[config.mk]
export PLATFORM = sky130hd
export DESIGN_NAME = mem_port_arbiter
export DESIGN_NICKNAME = d
export VERILOG_FILES = /design/src/rtl/mem_port_arbiter.sv
export SDC_FILE = /design/constraint.sdc
export NUM_CORES = 1
export LEC_CHECK = 0
export ABC_AREA = 0
export BUFFER_PORTS_ARGS = -buffer_cell sky130_fd_sc_hd__buf_2
export CAP_MARGIN = 20
export CORE_AREA = 3 3 174 176
export DETAILED_ROUTE_END_ITERATION = 12
export DIE_AREA = 0 0 177 179
export PLACE_DENSITY = 0.39
export SETUP_SLACK_MARGIN = 0.5
export SLEW_MARGIN = 10
export SYNTH_ARGS = -nofsm -noshare
export SYNTH_HDL_FRONTEND = slang
export SYNTH_SLANG_ARGS = --single-unit
[constraint.sdc]
create_clock -name clk -period 1.7 [get_ports clk]
set_input_delay 0.17 -clock clk [delete_from_list [all_inputs] [get_ports clk]]
set_output_delay 0.17 -clock clk [all_outputs]
set_load 0.02 [all_outputs]
[src/rtl/mem_port_arbiter.sv]
// Two-requester arbiter in front of a single memory with one write port and
// one registered read port. After reset the memory can be cleared word by
// word. Writes and reads are arbitrated independently, each with its own
// round-robin pointer, and read responses are steered back to the requester
// that issued them.
module mem_port_arbiter #(
  parameter int MEM_WIDTH_BYTES = 8,
  parameter int MEM_DEPTH       = 256,
  parameter int INIT_CLEAR      = 1,
  localparam int W              = MEM_WIDTH_BYTES * 8,
  localparam int AW             = $clog2(MEM_DEPTH)
) (
  input  logic                       clk,
  input  logic                       reset,
  // requester A
  input  logic                       a_req_in,
  input  logic                       a_write_in,
  input  logic [AW-1:0]              a_addr_in,
  input  logic [W-1:0]               a_wdata_in,
  input  logic [MEM_WIDTH_BYTES-1:0] a_wmask_in,
  output logic                       a_ready_out,
  output logic                       a_rvalid_out,
  output logic [W-1:0]               a_rdata_out,
  // requester B
  input  logic                       b_req_in,
  input  logic                       b_write_in,
  input  logic [AW-1:0]              b_addr_in,
  input  logic [W-1:0]               b_wdata_in,
  input  logic [MEM_WIDTH_BYTES-1:0] b_wmask_in,
  output logic                       b_ready_out,
  output logic                       b_rvalid_out,
  output logic [W-1:0]               b_rdata_out,
  // memory side
  output logic                       mem_write_out,
  output logic [AW-1:0]              mem_write_addr_out,
  output logic [W-1:0]               mem_write_data_out,
  output logic [MEM_WIDTH_BYTES-1:0] mem_write_mask_out,
  output logic                       mem_read_out,
  output logic [AW-1:0]              mem_read_addr_out,
  input  logic [W-1:0]               mem_read_data_in,
  output logic                       init_done_out
);

  typedef enum logic {ST_INIT, ST_RUN} state_t;

  // Pointer encoding: 0 = A was granted last, 1 = B was granted last.
  localparam logic SIDE_B = 1'b1;
  // Clear counter is one bit wider than the address so the terminal compare
  // cannot wrap when MEM_DEPTH is a power of two.
  localparam logic [AW:0] CLR_LAST = (AW+1)'(MEM_DEPTH - 1);
  localparam logic [AW:0] CLR_ONE  = (AW+1)'(1);

  state_t        r_state;
  logic [AW:0]   r_clr_cnt;
  logic          r_wr_last;
  logic          r_rd_last;
  logic          r_a_rvalid;
  logic          r_b_rvalid;

  logic w_run;
  logic w_init;
  logic w_a_wr_cand, w_b_wr_cand, w_a_rd_cand, w_b_rd_cand;
  logic w_a_wr_gnt, w_b_wr_gnt, w_a_rd_gnt, w_b_rd_gnt;

  // Reset overrides everything combinationally, so strobes and readies are
  // quiet during the reset cycle regardless of the registered state.
  assign w_run  = (r_state == ST_RUN)  && !reset;
  assign w_init = (r_state == ST_INIT) && !reset;

  assign w_a_wr_cand = a_req_in &&  a_write_in;
  assign w_b_wr_cand = b_req_in &&  b_write_in;
  assign w_a_rd_cand = a_req_in && !a_write_in;
  assign w_b_rd_cand = b_req_in && !b_write_in;

  // On a tie the side opposite the last winner is granted.
  assign w_a_wr_gnt = w_run && w_a_wr_cand && (!w_b_wr_cand || (r_wr_last == SIDE_B));
  assign w_b_wr_gnt = w_run && w_b_wr_cand && (!w_a_wr_cand || (r_wr_last != SIDE_B));
  assign w_a_rd_gnt = w_run && w_a_rd_cand && (!w_b_rd_cand || (r_rd_last == SIDE_B));
  assign w_b_rd_gnt = w_run && w_b_rd_cand && (!w_a_rd_cand || (r_rd_last != SIDE_B));

  assign a_ready_out   = w_a_wr_gnt || w_a_rd_gnt;
  assign b_ready_out   = w_b_wr_gnt || w_b_rd_gnt;
  assign a_rvalid_out  = r_a_rvalid && !reset;
  assign b_rvalid_out  = r_b_rvalid && !reset;
  assign a_rdata_out   = mem_read_data_in;
  assign b_rdata_out   = mem_read_data_in;
  assign init_done_out = w_run;

  // Write port mux: clear sequence during INIT, else the granted writer.
  always_comb begin
    mem_write_out      = 1'b0;
    mem_write_addr_out = '0;
    mem_write_data_out = '0;
    mem_write_mask_out = '0;
    if (w_init) begin
      mem_write_out      = 1'b1;
      mem_write_addr_out = r_clr_cnt[AW-1:0];
      mem_write_mask_out = '1;
    end else if (w_a_wr_gnt) begin
      mem_write_out      = 1'b1;
      mem_write_addr_out = a_addr_in;
      mem_write_data_out = a_wdata_in;
      mem_write_mask_out = a_wmask_in;
    end else if (w_b_wr_gnt) begin
      mem_write_out      = 1'b1;
      mem_write_addr_out = b_addr_in;
      mem_write_data_out = b_wdata_in;
      mem_write_mask_out = b_wmask_in;
    end
  end

  // Read port mux: address of the granted reader.
  always_comb begin
    mem_read_out      = 1'b0;
    mem_read_addr_out = '0;
    if (w_a_rd_gnt) begin
      mem_read_out      = 1'b1;
      mem_read_addr_out = a_addr_in;
    end else if (w_b_rd_gnt) begin
      mem_read_out      = 1'b1;
      mem_read_addr_out = b_addr_in;
    end
  end

  // Control FSM: clear sequencing, round-robin pointers, read-response tags.
  always_ff @(posedge clk) begin
    if (reset) begin
      r_state    <= (INIT_CLEAR != 0) ? ST_INIT : ST_RUN;
      r_clr_cnt  <= '0;
      r_wr_last  <= SIDE_B;
      r_rd_last  <= SIDE_B;
      r_a_rvalid <= 1'b0;
      r_b_rvalid <= 1'b0;
    end else begin
      r_a_rvalid <= w_a_rd_gnt;
      r_b_rvalid <= w_b_rd_gnt;
      if (w_a_wr_gnt || w_b_wr_gnt) begin
        r_wr_last <= w_b_wr_gnt;
      end
      if (w_a_rd_gnt || w_b_rd_gnt) begin
        r_rd_last <= w_b_rd_gnt;
      end
      case (r_state)
        ST_INIT: begin
          r_clr_cnt <= r_clr_cnt + CLR_ONE;
          if (r_clr_cnt == CLR_LAST) begin
            r_state <= ST_RUN;
          end
        end
        default: begin
          r_state <= ST_RUN;
        end
      endcase
    end
  end

endmodule
==> summary.md, run 1 <==
The number of port buffers was 260; the cell area power density was 246 nW/um^2. For the number of nets in the final layout, the log shows 728. The main combinational cell family by area after synthesis is buffers and inverters. The post-synthesis compound-gate area fraction is 32.8%, and the sum of overflow across all layers after global routing is 0. The logs give 3123 for the number of global-route vias before repair and 3 for the clock buffer count from CTS.

453 I/O pins were placed. The final setup violation count came out at 88. Cell taking the most area after synthesis: sky130_fd_sc_hd__buf_4.

The synthesized instance count was 344. The logs give 28800 um^2 for the area of the core and 1.68 ns for the critical path data arrival time. The average wire per standard cell is 19.4 um, and the placer congestion estimate is 0.846.

For this run, the number of Yosys warnings is 0. The worst setup path is of the reg -> out kind. The total global routing track utilization is 9.44%, and the number of diodes added for antenna fixing is 0. Cells fill 17.4% of the core in the end.

The run gives -7.55 ns as the post-route setup TNS. The largest net degree at the start of global routing is 33. The first global-routing pass estimated 22.2 mm of wire.

The post-route netlist has 74.3% of its cells at a drive strength greater than 1. The logs give 542 MHz for the peak clock frequency supported by timing and 12.6 mm for the HPWL reported at the end of detailed placement. Dividing the synthesized area by the synthesized cell count gives 7.83 um^2. The xor-xnor portion of the synthesized cell area was 1.30%.

In the synthesized netlist the dominant register cell turns out to be sky130_fd_sc_hd__dfxtp_1. Sequential cells were found to cover 10.4% of the synthesized design area. By area the synthesized netlist is led by sky130_fd_sc_hd__buf_4 (36%), sky130_fd_sc_hd__a22o_1 (21%), sky130_fd_sc_hd__dfxtp_1 (10%).

Yosys mapped a number of flops with a built-in enable equal to 0. The synthesis-to-finish area growth was 86.0%; the worst supply voltage drop on vdd was 0.000265 V. The number of levels the H-tree was split into came out at 1.

The run gives 0 as the number of antenna-violating nets in the routed design. Setup repair after global routing could not meet its margin everywhere. Multiplexer cells account for 0.371% of the synthesized area.

Initial antenna violation count: 0. Measured along the y axis, the die boundary spans 179 um. The logs give 1.53 ns for the worst endpoint required time and 110 for the violation count after the first detailed-routing iteration.

The logs give -0.146 ns for the minimum setup slack in the final design and 2.23 nW for the static leakage. The post-route fraction of the period consumed by the critical path is 109%, and the DRC violation count after routing is 0. Of all nets on the critical path, the largest fanout is 6.

After filler insertion, the fill cell instance count of the layout stands at 3243. The register bit count reported by yosys was 14. The logs give 81.3% for the max-slew headroom at the worst pin and 2 for the maximum buffer depth of the clock tree. Clock tree synthesis selected as its root buffer the cell sky130_fd_sc_hd__clkbuf_16. After Yosys synthesis, full adders, half adders and majority gates account for 0.929% of the synthesized area. The mapped netlist covers 2700 um^2. Counting flops with an async set or reset pin after synthesis yields a share of 0%.

The source-to-sink clock delay at the later pin of the worst-skew pair came out at 0.24 ns. The worst setup path is launched from a flip-flop. The pre-antenna-repair detailed-routing pass consisted of 4 iterations.

The netlist uses 37 different library cells. The initialized floorplan defines 62 standard-cell rows. The die boundary width works out to 177 um. Summed over its instances, the top area cell type makes up 35.9% of the synthesized netlist area.

Between clock sinks in the finished design, the worst skew comes to 0.000972 ns. The finished cells cover 5010 um^2. Measured slew at the worst slew-check pin: 0.279 ns. The run gives 31700 um^2 as the overall die area. The CTS clock-pin slew for the worst setup and hold paths came out at 0.05 ns. The flow ran to the end, but the final reports show violations. Max-slew violation count: 0. Hold repair after CTS inserted 0 buffers. The share of synthesized cell area in and, or, nand and nor gates is 12.7%, and the number of failing hold endpoints at the final stage is 0. Dividing the detail-routed via count by the number of cells gives 3.61. Across the run, the number of max-cap violations was 0.

The placed instances occupy a cell area of 3640 um^2. For this configuration, the core starts out at a cell density of 9.36%. The final layout contains routed wiring with a total length of 17.1 mm. STA classifies the critical path endpoint as an output pin.

The logs give 576 for the number of nets in the synthesized netlist and 14 for the total number of clock tree sinks. The final reports fail on setup timing. The smallest clock period supported by the final layout is computed as 1.85 ns. The tools report the total via count after detailed routing as 3172. The tightest min-delay check is of the in -> reg type.

TritonCTS built the clock tree.
-- cells in the mapped netlist (3+ instances only) --
cell type and n:
sky130_fd_sc_hd__buf_4 129, sky130_fd_sc_hd__a22o_1 64, sky130_fd_sc_hd__a221o_1 16, sky130_fd_sc_hd__buf_2 15
sky130_fd_sc_hd__dfxtp_1 14, sky130_fd_sc_hd__a21oi_1 13, sky130_fd_sc_hd__nor2_1 13, sky130_fd_sc_hd__nand3_1 12
sky130_fd_sc_hd__o21ai_0 10, sky130_fd_sc_hd__and2_1 8, sky130_fd_sc_hd__clkbuf_1 6, sky130_fd_sc_hd__nor2b_1 5
sky130_fd_sc_hd__buf_6 4, sky130_fd_sc_hd__nand2_1 4, sky130_fd_sc_hd__xor2_1 3
-- report_power, final --
part | switching (W) | internal [W]
Clock | 0.000144 | 0.000357
Sequential | 0.0000104 | 0.000334
Combinational | 0.000176 | 0.000210
-- what timing repair did --
item / CTS / global route
buffers inserted: 13 / 1
cloned: 7 / 2
endpoints found under the setup margin: 99 / 101
gates resized for setup: 192 / 71
pin swaps: 29 / 40
endpoints found under the hold margin: 0 / 0
-- metrics by stage --
| step | cells | hold slack (ns) | total power [W] | setup WS (ns) |
|---|---|---|---|---|
| 2_1_floorplan | 344 | 0.347 | 0.000863 | 0.179 |
| 3_3_place_gp | 852 | 0.340 | 0.000683 | 0.0784 |
| 3_5_place_dp | 852 | 0.340 | 0.000681 | 0.0572 |
| 4_1_cts | 876 | 0.235 | 0.00123 | -0.142 |
| 5_1_grt | 879 | 0.251 | 0.00129 | -0.184 |
| 6_report | 879 | 0.242 | 0.00123 | -0.146 |
-- layout make-up --
class	instances	area, um^2	share of cell area [%]
multi-input cells	174	1650	32.9
clock buffers	4	88.8	1.77
repair buffers	301	2490	49.6
well taps	384	480	9.58
flip-flops and latches	14	300	5.99
inverters	2	7.51	0.150
-- routing by layer --
metal	track usage [%]	vias up	wire length, um
li1	-	1441	-
met1	12.2	1491	6980
met2	14.3	188	7680
met3	3.73	52	1890
met4	3.01	0	522
met5	0	-	0
-- logic make-up (layout without fill, tap and decap cells) --
logic type / Yosys count / count (layout)
simple gates: 58 / 58
mux: 1 / 1
xor+xnor: 4 / 4
buf+inv: 156 / 307
compound gates: 109 / 109
fa+ha+maj: 2 / 2
flops: 14 / 14
-- flip-flops by register name (all words and copies together), names as in the netlist --
signal / flops
r_wr_last: 1
r_clr_cnt: 9
r_rd_last: 1
r_state: 1
r_b_rvalid: 1
r_a_rvalid: 1
-- worst max-delay path: stages (launching register included) --
cell and delay [ns]:
sky130_fd_sc_hd__dfxtp_2 0.33, sky130_fd_sc_hd__nor2b_4 0.18, sky130_fd_sc_hd__and4_4 0.31, sky130_fd_sc_hd__buf_12 0.16, sky130_fd_sc_hd__clkbuf_16 0.16, sky130_fd_sc_hd__a22o_1 0.15, sky130_fd_sc_hd__buf_6 0.12
-- placed cells by master, fill, tap and decap left out, types with 4 or more instances in the layout --
cell type / instances
sky130_fd_sc_hd__a21oi_2: 10
sky130_fd_sc_hd__a221o_1: 16
sky130_fd_sc_hd__a22o_1: 54
sky130_fd_sc_hd__a22o_4: 10
sky130_fd_sc_hd__and2_1: 8
sky130_fd_sc_hd__buf_12: 8
sky130_fd_sc_hd__buf_16: 7
sky130_fd_sc_hd__buf_2: 167
sky130_fd_sc_hd__buf_4: 20
sky130_fd_sc_hd__buf_6: 95
sky130_fd_sc_hd__clkbuf_16: 5
sky130_fd_sc_hd__dfxtp_1: 4
sky130_fd_sc_hd__dfxtp_2: 7
sky130_fd_sc_hd__nand3_2: 7
sky130_fd_sc_hd__nor2_1: 10
sky130_fd_sc_hd__nor2b_1: 5
sky130_fd_sc_hd__o21ai_1: 7
-- worst paths after layout --
kind                                  start                        end  depth (start not counted)  slack, ns
setup / recovery         r_state$_SDFF_PP0_      mem_write_data_out[9]                          6      -0.15
hold / removal                        reset     r_wr_last$_SDFFE_PP1P_                          2       0.24
setup reg to reg         r_state$_SDFF_PP0_  r_clr_cnt[7]$_SDFFE_PP0N_                          5       0.23
hold reg to reg   r_clr_cnt[5]$_SDFFE_PP0N_  r_clr_cnt[5]$_SDFFE_PP0N_                          2       0.49
No activity file was read; power rests on OpenSTA's default activity.
==> run 2, diff against run 1 <==
- GPL_TIMING_DRIVEN: not set -> 0
==> summary.md, run 2 (synthesis gave the netlist of run 1 again) <==
The run finished, with violations left. The final reports fail on setup timing. The internal portion of the total power is 0.00118 W. Setup repair after global routing could not meet its margin everywhere. The die boundary width was 177 um.

The most common cell after layout, fill and taps aside was sky130_fd_sc_hd__buf_2. Of all nets on the critical path, the largest fanout is 10. The first global-routing pass estimated 26.4 mm of wire. The worst setup path is captured at an output pin.

The initial antenna violation count was 0; the fraction of final layout cells sized beyond drive strength 1 was 81.6%. The area growth from synthesis to layout is 137%. The total power was 0.00180 W. The initial cell density of the core was 9.36%. Worst clock skew: 0.00413 ns. TritonCTS built the clock tree.

The clock buffer count from CTS is 3. Via-per-instance ratio: 3.48. The tightest min-delay check is of the in -> reg type.

Wires add up to 20.0 mm. Measured along the y axis, the die boundary spans 179 um. The worst hold path startpoint is a_write_in. Measured against its own limit, the worst slew margin works out to 66.7%.

For the pin with the worst max-slew slack, the measured transition is 0.499 ns. In this run the clock root is driven by a sky130_fd_sc_hd__clkbuf_16. CTS clock-pin slew for the worst setup and hold paths: 0.05 ns. STA classifies the critical path startpoint as a flip-flop.

Once detailed placement completed, the half-perimeter wirelength came to 16.8 mm. The logs give 1116 for the number of placed instances, taps included and 0.000447 V for the worst supply voltage drop on vdd. 453 I/O pins were placed. The register with the most flip-flops in the layout has 9 of them. The minimum setup slack in the final design is -0.309 ns, and the placer congestion estimate is 0.787.

The register bank with the most flops is r_clr_cnt. For the number of levels the H-tree was split into, the log shows 1. The post-route setup TNS was -18.73 ns; the critical path data arrival time was 1.84 ns. The count of cells in the finished layout, fillers not included, comes to 1138. For this design the ratio of total power to cell area is 282 nW/um^2.

Cell area after layout: 6390 um^2. Hold buffer count at cts: 0. The average wire per standard cell is 17.5 um. In the routed design, unresolved DRC markers number 0.

The run gives 0.25 ns as the source-to-sink clock delay at the later pin of the worst-skew pair. Input and output buffers added on the ports amount to 388. The sum of overflow across all layers after global routing is 0, and the overall die area is 31700 um^2. The post-route fraction of the period consumed by the critical path is 118%. In this run the cell area measured after placement is 5220 um^2. The clock net in this run drives a total of 14 sinks. At the end of the flow, the number of nets in the layout was 987. In this run the power spent charging and discharging nets is 0.000626 W. Launching element of the worst setup path: r_state$_SDFF_PP0_. Subtracting the final worst setup slack from the clock period gives 2.01 ns. The number of diodes added for antenna fixing is 0, and the switching power as a share of total power is 34.8%. The static leakage was 3.28 nW; the maximum buffer depth of the clock tree was 2. Combinational cells account for 52.4% of the total power. The tools report the max-slew violation count as 0. The worst setup path is of the reg -> out kind.

Entering global routing, the biggest net connects 11 pins. For the count of maximum capacitance violations, the log shows 0. The number of antenna-violating nets in the routed design is 0, and the number of global-route vias before repair is 3859.

In this run the core area contains 62 standard-cell rows. The run gives 1.53 ns as the worst endpoint required time. The tools report the worst reg2reg path startpoint as r_state$_SDFF_PP0_.

The final setup violation count was 90; the total global routing track utilization was 11.1%. The area of the core came out at 28800 um^2. The first routing iteration left 112 violations. Summing over every cut layer, the via total after detailed routing is 3965.

The tools report the proportion of power drawn by the clock network as 28.5%. The part of the power in registers was 19.1%. In the layout the commonest cells are sky130_fd_sc_hd__buf_2 (305), sky130_fd_sc_hd__buf_4 (161), sky130_fd_sc_hd__buf_6 (71), sky130_fd_sc_hd__a22o_1 (58), sky130_fd_sc_hd__a221o_1 (16). The tightest hold path in the finished design has a slack of 0.284 ns. The number of failing hold endpoints at the final stage was 0; the first-pass iteration count of the detailed router was 4. Peak clock frequency supported by timing: 498 MHz.
## run 2: cell types whose count changed in the layout (fill, tap and decap cells not counted), sizes merged
cell	previous run	this run
buf	299	554
clkbuf	6	9
o21ai	11	12
## run 2: final timing paths
kind	slack, ns	cells after the start	to
setup / recovery	-0.31	7	mem_write_mask_out[7]
hold / removal	0.28	3	r_wr_last$_SDFFE_PP1P_
setup reg to reg	0.32	4	r_clr_cnt[6]$_SDFFE_PP0N_
hold reg to reg	0.49	2	r_clr_cnt[8]$_SDFFE_PP0N_
## run 2: final cells by class
type / instances / area, um^2
Fill cell: 3208 / 22400
Tap cell: 384 / 480
Inverter: 2 / 7.51
Buffer: 154 / 1320
Clock buffer: 4 / 88.8
Sequential cell: 14 / 294
Timing Repair Buffer: 405 / 2650
Multi-Input combinational cell: 175 / 1550
## run 2: per-layer routing
metal	vias to the layer above	global-route usage (%)	routed length (um)
li1	1958	-	-
met1	1829	14.3	8200
met2	176	20.5	10500
met3	2	1.74	1270
met4	0	0.589	40
met5	-	0	0
## run 2: repair_timing
| action | CTS | global route |
|---|---|---|
| buffers inserted | 7 | 5 |
| gates cloned | 5 | 1 |
| pin swaps | 21 | 12 |
| setup endpoints to repair | 104 | 103 |
| gates resized for setup | 199 | 44 |
## run 2: power groups by stage
| stage | clock network [W] | registers [W] | logic, W |
|---|---|---|---|
| final | 0.000514 | 0.000343 | 0.000945 |
| after global routing | 0.000532 | 0.000345 | 0.00101 |
| after CTS | 0.000515 | 0.000344 | 0.000930 |
| after detailed placement | 0 | 0.000350 | 0.000907 |
| after global placement | 0 | 0.000350 | 0.000907 |
| after floorplan | 0 | 0.000347 | 0.000515 |
## run 2: per-stage QoR
| stage | worst slack, ns | utilization (%) |
|---|---|---|
| floorplan | 0.179 | - |
| global placement | -0.266 | 18.1 |
| detailed placement | -0.226 | 18.1 |
| CTS | -0.321 | 21.4 |
| global route | -0.332 | 22.2 |
| finish | -0.309 | 22.2 |
## run 2: critical path, stage by stage (launching register included)
cell	delay [ns]
sky130_fd_sc_hd__dfxtp_4	0.35
sky130_fd_sc_hd__nor2b_4	0.12
sky130_fd_sc_hd__buf_6	0.11
sky130_fd_sc_hd__and4_4	0.15
sky130_fd_sc_hd__buf_12	0.15
sky130_fd_sc_hd__buf_12	0.15
sky130_fd_sc_hd__a221o_1	0.38
sky130_fd_sc_hd__buf_6	0.16
